===== config.mk =====
export PLATFORM = sky130hd
export DESIGN_NAME = dmem_arbiter_flat
export DESIGN_NICKNAME = d
export VERILOG_FILES = /design/src/rtl/dmem_arb_pkg.sv /design/src/rtl/dmem_arbiter_if.sv /design/src/rtl/dmem_rr_pick.sv /design/src/rtl/dmem_arbiter.sv /design/src/flat_wrapper.sv
export SDC_FILE = /design/constraint.sdc
export NUM_CORES = 1
export LEC_CHECK = 0
export CORE_AREA = 2 2 117 119
export DETAILED_ROUTE_END_ITERATION = 8
export DIE_AREA = 0 0 119 121
export DONT_BUFFER_PORTS = 1
export GPL_ROUTABILITY_DRIVEN = 1
export PLACE_DENSITY_LB_ADDON = 0.05
export SLEW_MARGIN = 5
export SYNTH_ARGS = -nofsm -noshare
export SYNTH_HDL_FRONTEND = slang
export SYNTH_SLANG_ARGS = --single-unit

===== constraint.sdc =====
create_clock -name clk -period 1.9 [get_ports clk]
set_input_delay 0.19 -clock clk [delete_from_list [all_inputs] [get_ports clk]]
set_output_delay 0.19 -clock clk [all_outputs]
set_load 0.005 [all_outputs]

===== src/rtl/dmem_arb_pkg.sv =====
// Data-memory arbiter shared types.
// Transaction bundle, FSM states and the address range check.
package dmem_arb_pkg;
  localparam int AW = 32;
  localparam int DW = 32;
  localparam logic [AW-1:0] ADDR_LIMIT_DEF = 32'h0001_FFFF;

  typedef enum logic [1:0] {
    IDLE,
    ACCESS,
    RESP
  } state_t;

  typedef struct packed {
    logic          we;
    logic          adtp;
    logic [AW-1:0] addr;
    logic [DW-1:0] wdata;
  } dmem_req_t;

  // Word needs addr+3 <= limit; compare against limit-3 to avoid wrap.
  function automatic logic out_of_range(
    input logic [AW-1:0] addr,
    input logic          adtp,
    input logic [AW-1:0] limit
  );
    if (adtp) return addr > limit;
    return addr > (limit - 32'd3);
  endfunction
endpackage


===== src/rtl/dmem_arbiter_if.sv =====
// Requester-side data-memory port.
// master = requester, slave = arbiter.
interface dmem_arbiter_if;
  import dmem_arb_pkg::*;

  logic          req;
  logic          we;
  logic          adtp;
  logic [AW-1:0] addr;
  logic [DW-1:0] wdata;
  logic          gnt;
  logic          rvalid;
  logic [DW-1:0] rdata;
  logic          err;

  modport master (
    output req, we, adtp, addr, wdata,
    input  gnt, rvalid, rdata, err
  );

  modport slave (
    input  req, we, adtp, addr, wdata,
    output gnt, rvalid, rdata, err
  );
endinterface


===== src/rtl/dmem_rr_pick.sv =====
// Two-way round-robin picker.
// rr_ptr only matters when both requesters are active.
module dmem_rr_pick (
  input  logic [1:0] req,
  input  logic       rr_ptr,
  output logic       valid,
  output logic       sel
);
  always_comb begin
    valid = |req;
    sel   = 1'b0;
    unique case (1'b1)
      req[1] && req[0]:  sel = rr_ptr;
      req[1] && !req[0]: sel = 1'b1;
      default:           sel = 1'b0;
    endcase
  end
endmodule


===== src/rtl/dmem_arbiter.sv =====
// Round-robin arbiter for the shared data-memory port.
// IDLE -> ACCESS -> RESP, one transaction every 3 cycles.
module dmem_arbiter
  import dmem_arb_pkg::*;
#(
  parameter int              ADDRESS_WIDTH = AW,
  parameter int              DATA_WIDTH    = DW,
  parameter logic [AW-1:0]   ADDR_LIMIT    = ADDR_LIMIT_DEF
) (
  input  logic                     clk,
  input  logic                     rst_n,
  dmem_arbiter_if.slave            m0,
  dmem_arbiter_if.slave            m1,
  output logic [ADDRESS_WIDTH-1:0] mem_a,
  output logic [DATA_WIDTH-1:0]    mem_wd,
  output logic                     mem_we,
  output logic                     mem_adtp,
  input  logic [DATA_WIDTH-1:0]    mem_rd
);
  state_t                state;
  dmem_req_t             cur_q;
  dmem_req_t             pick_req;
  logic                  owner;
  logic                  rr_ptr;
  logic                  err_q;
  logic [DATA_WIDTH-1:0] rdata_q;
  logic                  pick_valid;
  logic                  pick_sel;
  logic                  acc;
  logic                  rsp;

  dmem_rr_pick u_pick (
    .req    ({m1.req, m0.req}),
    .rr_ptr (rr_ptr),
    .valid  (pick_valid),
    .sel    (pick_sel)
  );

  always_comb begin
    pick_req = '0;
    if (pick_sel) begin
      pick_req.we    = m1.we;
      pick_req.adtp  = m1.adtp;
      pick_req.addr  = m1.addr;
      pick_req.wdata = m1.wdata;
    end else begin
      pick_req.we    = m0.we;
      pick_req.adtp  = m0.adtp;
      pick_req.addr  = m0.addr;
      pick_req.wdata = m0.wdata;
    end
  end

  always_ff @(posedge clk or negedge rst_n) begin
    if (!rst_n) begin
      state   <= IDLE;
      cur_q   <= '0;
      owner   <= 1'b0;
      rr_ptr  <= 1'b0;
      err_q   <= 1'b0;
      rdata_q <= '0;
    end else begin
      unique case (state)
        IDLE: begin
          if (pick_valid) begin
            owner <= pick_sel;
            cur_q <= pick_req;
            err_q <= out_of_range(pick_req.addr,
                                  pick_req.adtp,
                                  ADDR_LIMIT);
            state <= ACCESS;
          end
        end
        ACCESS: begin
          rdata_q <= (cur_q.we || err_q) ? '0 : mem_rd;
          state   <= RESP;
        end
        RESP: begin
          // Toggle unconditionally so the other side wins next tie.
          rr_ptr <= ~owner;
          state  <= IDLE;
        end
        default: state <= IDLE;
      endcase
    end
  end

  assign acc = (state == ACCESS);
  assign rsp = (state == RESP);

  assign mem_a    = acc ? cur_q.addr  : '0;
  assign mem_wd   = acc ? cur_q.wdata : '0;
  assign mem_adtp = acc & cur_q.adtp;
  assign mem_we   = acc & cur_q.we & ~err_q;

  assign m0.gnt    = acc & ~owner;
  assign m1.gnt    = acc & owner;
  assign m0.rvalid = rsp & ~owner;
  assign m1.rvalid = rsp & owner;
  assign m0.err    = rsp & ~owner & err_q;
  assign m1.err    = rsp & owner & err_q;
  assign m0.rdata  = (rsp & ~owner) ? rdata_q : '0;
  assign m1.rdata  = (rsp & owner) ? rdata_q : '0;
endmodule


===== src/flat_wrapper.sv =====
// flat-port wrapper written by rule: the top's interface ports become plain ports
module dmem_arbiter_flat import dmem_arb_pkg::*;
#(
  parameter int              ADDRESS_WIDTH = AW,
  parameter int              DATA_WIDTH    = DW,
  parameter logic [AW-1:0]   ADDR_LIMIT    = ADDR_LIMIT_DEF
)
  (clk, rst_n, mem_a, mem_wd, mem_we, mem_adtp, mem_rd, m0_req, m0_we, m0_adtp, m0_addr, m0_wdata, m0_gnt, m0_rvalid, m0_rdata, m0_err, m1_req, m1_we, m1_adtp, m1_addr, m1_wdata, m1_gnt, m1_rvalid, m1_rdata, m1_err);
  dmem_arbiter_if m0_i ();
  dmem_arbiter_if m1_i ();
  input  logic clk;
  input  logic rst_n;
  output logic [ADDRESS_WIDTH-1:0] mem_a;
  output logic [DATA_WIDTH-1:0] mem_wd;
  output logic mem_we;
  output logic mem_adtp;
  input  logic [DATA_WIDTH-1:0] mem_rd;
  input wire logic [$bits(m0_i.req)-1:0] m0_req;
  input wire logic [$bits(m0_i.we)-1:0] m0_we;
  input wire logic [$bits(m0_i.adtp)-1:0] m0_adtp;
  input wire logic [$bits(m0_i.addr)-1:0] m0_addr;
  input wire logic [$bits(m0_i.wdata)-1:0] m0_wdata;
  output wire logic [$bits(m0_i.gnt)-1:0] m0_gnt;
  output wire logic [$bits(m0_i.rvalid)-1:0] m0_rvalid;
  output wire logic [$bits(m0_i.rdata)-1:0] m0_rdata;
  output wire logic [$bits(m0_i.err)-1:0] m0_err;
  input wire logic [$bits(m1_i.req)-1:0] m1_req;
  input wire logic [$bits(m1_i.we)-1:0] m1_we;
  input wire logic [$bits(m1_i.adtp)-1:0] m1_adtp;
  input wire logic [$bits(m1_i.addr)-1:0] m1_addr;
  input wire logic [$bits(m1_i.wdata)-1:0] m1_wdata;
  output wire logic [$bits(m1_i.gnt)-1:0] m1_gnt;
  output wire logic [$bits(m1_i.rvalid)-1:0] m1_rvalid;
  output wire logic [$bits(m1_i.rdata)-1:0] m1_rdata;
  output wire logic [$bits(m1_i.err)-1:0] m1_err;
  assign m0_i.req = m0_req;
  assign m0_i.we = m0_we;
  assign m0_i.adtp = m0_adtp;
  assign m0_i.addr = m0_addr;
  assign m0_i.wdata = m0_wdata;
  assign m0_gnt = m0_i.gnt;
  assign m0_rvalid = m0_i.rvalid;
  assign m0_rdata = m0_i.rdata;
  assign m0_err = m0_i.err;
  assign m1_i.req = m1_req;
  assign m1_i.we = m1_we;
  assign m1_i.adtp = m1_adtp;
  assign m1_i.addr = m1_addr;
  assign m1_i.wdata = m1_wdata;
  assign m1_gnt = m1_i.gnt;
  assign m1_rvalid = m1_i.rvalid;
  assign m1_rdata = m1_i.rdata;
  assign m1_err = m1_i.err;
  dmem_arbiter #(.ADDRESS_WIDTH(ADDRESS_WIDTH), .DATA_WIDTH(DATA_WIDTH), .ADDR_LIMIT(ADDR_LIMIT)) u_core (.clk(clk), .rst_n(rst_n), .m0(m0_i), .m1(m1_i), .mem_a(mem_a), .mem_wd(mem_wd), .mem_we(mem_we), .mem_adtp(mem_adtp), .mem_rd(mem_rd));
endmodule

==> impl_metrics.py <==
metrics = {
    "clocking": {
        "cts-root-buf": "clkbuf_16",
        "cts_buffer_depth": 2,
        "cts_sinks": 103,
        "clk_latency_ns": 0.34,
        "postCtsHoldBufs": 32,
        "cts_tree": "done",
        "clkSlewWorstSetupHoldPaths_ns": 0.06,
        "htree_levels": 3,
        "post_cts_buffers": 0,
        "cts_made_buffers": 9,
    },
    "placement": {
        "dpl.hpwl_mm": 10.5,
        "place_ws_ns": 0.372,
        "portBuffers": 0,
        "place_congestion": 0.812,
    },
    "routing": {
        "ant_nets": 0,
        "drtPass1Iterations": 4,
        "dr_total_vias": 4041,
        "drtIter0Drc": 174,
        "drc": 0,
        "drt-total-wl_mm": 14.3,
        "wl_per_cell_um": 19.0,
        "vias_per_cell": 5.37,
    },
    "pwr": {
        "leakagePower_uw": 0.00300,
        "power_density_mw_per_mm2": 1280,
        "ir_drop_mv": 0.565,
    },
    "global_routing": {
        "grt_max_degree": 104,
        "grt_usage_pct": 19.8,
        "antenna_found_initial": 0,
        "grt_overflow": 0,
        "grt_pass1_wl_mm": 22.1,
        "grt_pass1_vias": 4092,
    },
    "floorplanning": {
        "fp.coreArea_mm2": 0.0131,
        "fp-row-count": 42,
        "initial_core_util_pct": 42.0,
        "io_pins": 304,
        "dieWidth_um": 119,
        "die_area_mm2": 0.0144,
        "die_y_um": 121,
    },
    "timing": {
        "slew_headroom_pct": 49.5,
        "hold_violations": 103,
        "whs_ns": -0.459,
        "timing.final.crit_period_ns": 1.72,
        "max_freq_mhz": 582,
        "fin_crit_sh_pct": 90.5,
        "grt_setup_unrepaired": "no",
        "drv_slew": 0,
        "final.setup_skew_ns": 0.00444,
        "setup_viol": 0,
        "fin_tns_setup_ns": 0,
        "worstMarginPinSlew_ns": 0.755,
        "setup_ws_ns": 0.180,
    },
    "critical_path": {
        "reg2reg_to": "u_core.err_q",
        "reg2reg_setup_slack_ns": 0.41,
        "reg2regPathDepth": 5,
        "cp-start-kind": "register",
        "cp.required_ns": 1.71,
        "critPathKind": "reg -> out",
        "crit_fanout": 34,
        "regToRegStartpoint": "u_core.rr_ptr",
        "worstPathArrival_ns": 1.53,
        "cp-end-kind": "primary output",
    },
    "status": {
        "status": "finished, violations left",
        "violations": "negative hold slack",
    },
    "synth": {
        "synthCells": 557,
        "syn_area_mm2": 0.00550,
        "yosysWarningCount": 0,
        "synth_area_leaders": "dfrtp_1, and2_1, mux2i_1, o21ai_0, a22o_1",
        "synth_edf_count": 0,
        "synthFlopType": "dfrtp_1",
        "avgSynthCellArea_um2": 9.87,
        "synth.distinct_cells": 32,
        "ys_ff_latch": 103,
        "synth_top_cell_by_area": "dfrtp_1",
        "syn-num-nets": 725,
        "synth_top_area_share_pct": 46.9,
        "postSynth.asyncResetShare_pct": 100,
        "ys_seq_area_share_pct": 46.9,
    },
    "finish": {
        "drive_above_1_share_pct": 6.93,
        "final_nets": 740,
        "area_growth_pct": 15.0,
        "diodes": 0,
    },
    "worst_hold_path": {
        "hold_path_class": "in -> async",
    },
    "run": {
        "cap_violations": 0,
    },
}
## power by group
group / internal (uW) / leakage [uW] / switching (uW)
logic: 1040 / 0.00152 / 1700
registers: 2940 / 0.00131 / 350
clock network: 1300 / 0.000169 / 777
## metal layers
metal	wire (um)	share of wire (%)	vias to the layer above	track usage (%)
met5	0	0	-	0
met4	220	1.5	0	6.62
met3	1080	7.5	16	4.98
met2	7120	50	203	33.9
met1	5910	41	1893	24.3
li1	-	-	1929	-
## kinds of logic after synthesis
family | after synthesis | share of synthesized area [%]
AO/OA/AOI/OAI | 105 | 12.8
buffers and inverters | 46 | 4.69
flip-flops | 103 | 46.9
multiplexers | 66 | 12.0
AND/OR/NAND/NOR | 237 | 23.6
## cell type report
cell class / instances / area [um^2]
well taps: 176 / 220
flip-flops and latches: 103 / 2580
clock buffers: 14 / 284
repair buffers: 47 / 487
fillers: 1245 / 6760
clock inverters: 2 / 60.1
multi-input cells: 408 / 2680
inverters: 3 / 11.3
## state kept, by name, summed over array words and instances, names as in the netlist
register	count
u_core.owner	1
u_core.err_q	1
u_core.cur_q	66
u_core.state	2
u_core.rdata_q	32
u_core.rr_ptr	1
## worst max-delay path by stage
| stage | startpoint | to | slack (ns) | depth (start not counted) |
|---|---|---|---|---|
| CTS | u_core.state[0] | m0_rdata[0] | 0.08 | 4 |
| detailed placement | u_core.rr_ptr | u_core.cur_q[59] | 0.37 | 5 |
| floorplan | u_core.rr_ptr | u_core.cur_q[22] | 0.53 | 7 |
| global route | u_core.state[0] | m0_rdata[0] | 0.05 | 4 |
| global placement | u_core.rr_ptr | u_core.cur_q[37] | 0.44 | 5 |
| finish | u_core.state[0] | m0_rdata[13] | 0.18 | 4 |
## stage by stage
stage | power (uW) | instances | util (%) | instance area (um^2) | hold WS (ns)
global route | 8760 | 753 | 48.3 | 6320 | -0.478
floorplan | 5390 | 557 | - | 5500 | -0.106
CTS | 8250 | 753 | 48.3 | 6310 | -0.476
finish | 8100 | 753 | 48.3 | 6320 | -0.459
global placement | 6010 | 705 | 43.2 | 5650 | -0.103
detailed placement | 6080 | 705 | 43.2 | 5650 | -0.102
## cell usage in the layout, fill, tap and decap left out
master         count
a22oi_2            1
o21ai_4            1
nor3b_2            1
clkbuf_8           4
dfrtp_1          103
a22o_1            32
nand2_4            1
buf_12             4
and4b_1            1
nand4b_1           2
clkbuf_16          9
a41oi_2            1
a221oi_2           1
nor2_1            14
o21ai_1            9
a21o_1             2
nor3_4             1
nor2_2             1
buf_4             10
nand4_1            6
dlygate4sd3_1     32
inv_1              2
nand2_1           66
or4_1              1
a2111oi_4          1
bufinv_16          2
mux2i_1           66
buf_6              1
and2_1           132
nor4_1             5
inv_2              1
nand2b_1           3
o21ai_0           57
nand3_1            3
clkbuf_1           1
## cells in the mapped netlist (all sizes together), types with 2 or more instances
| master | n |
|---|---|
| mux2i | 66 |
| dfrtp | 103 |
| and2 | 132 |
| buf | 23 |
| nor2 | 15 |
| nor4 | 5 |
| inv | 3 |
| nand4b | 2 |
| a21o | 2 |
| o21ai | 67 |
| nand2b | 3 |
| nand3 | 3 |
| a22o | 32 |
| nand4 | 6 |
| nand2 | 67 |
| clkbuf | 20 |
## worst max-delay path, cell delays in order, from the launching register on
cell,delay [ns]
dfrtp_1,0.39
nand2b_1,0.20
nor2_2,0.16
buf_6,0.23
and2_1,0.21
## timing repair
action,in CTS,in global routing
resized for setup,0,2
setup endpoints to repair,0,6
hold endpoints to repair,135,103
No activity file was read; power rests on OpenSTA's default activity.
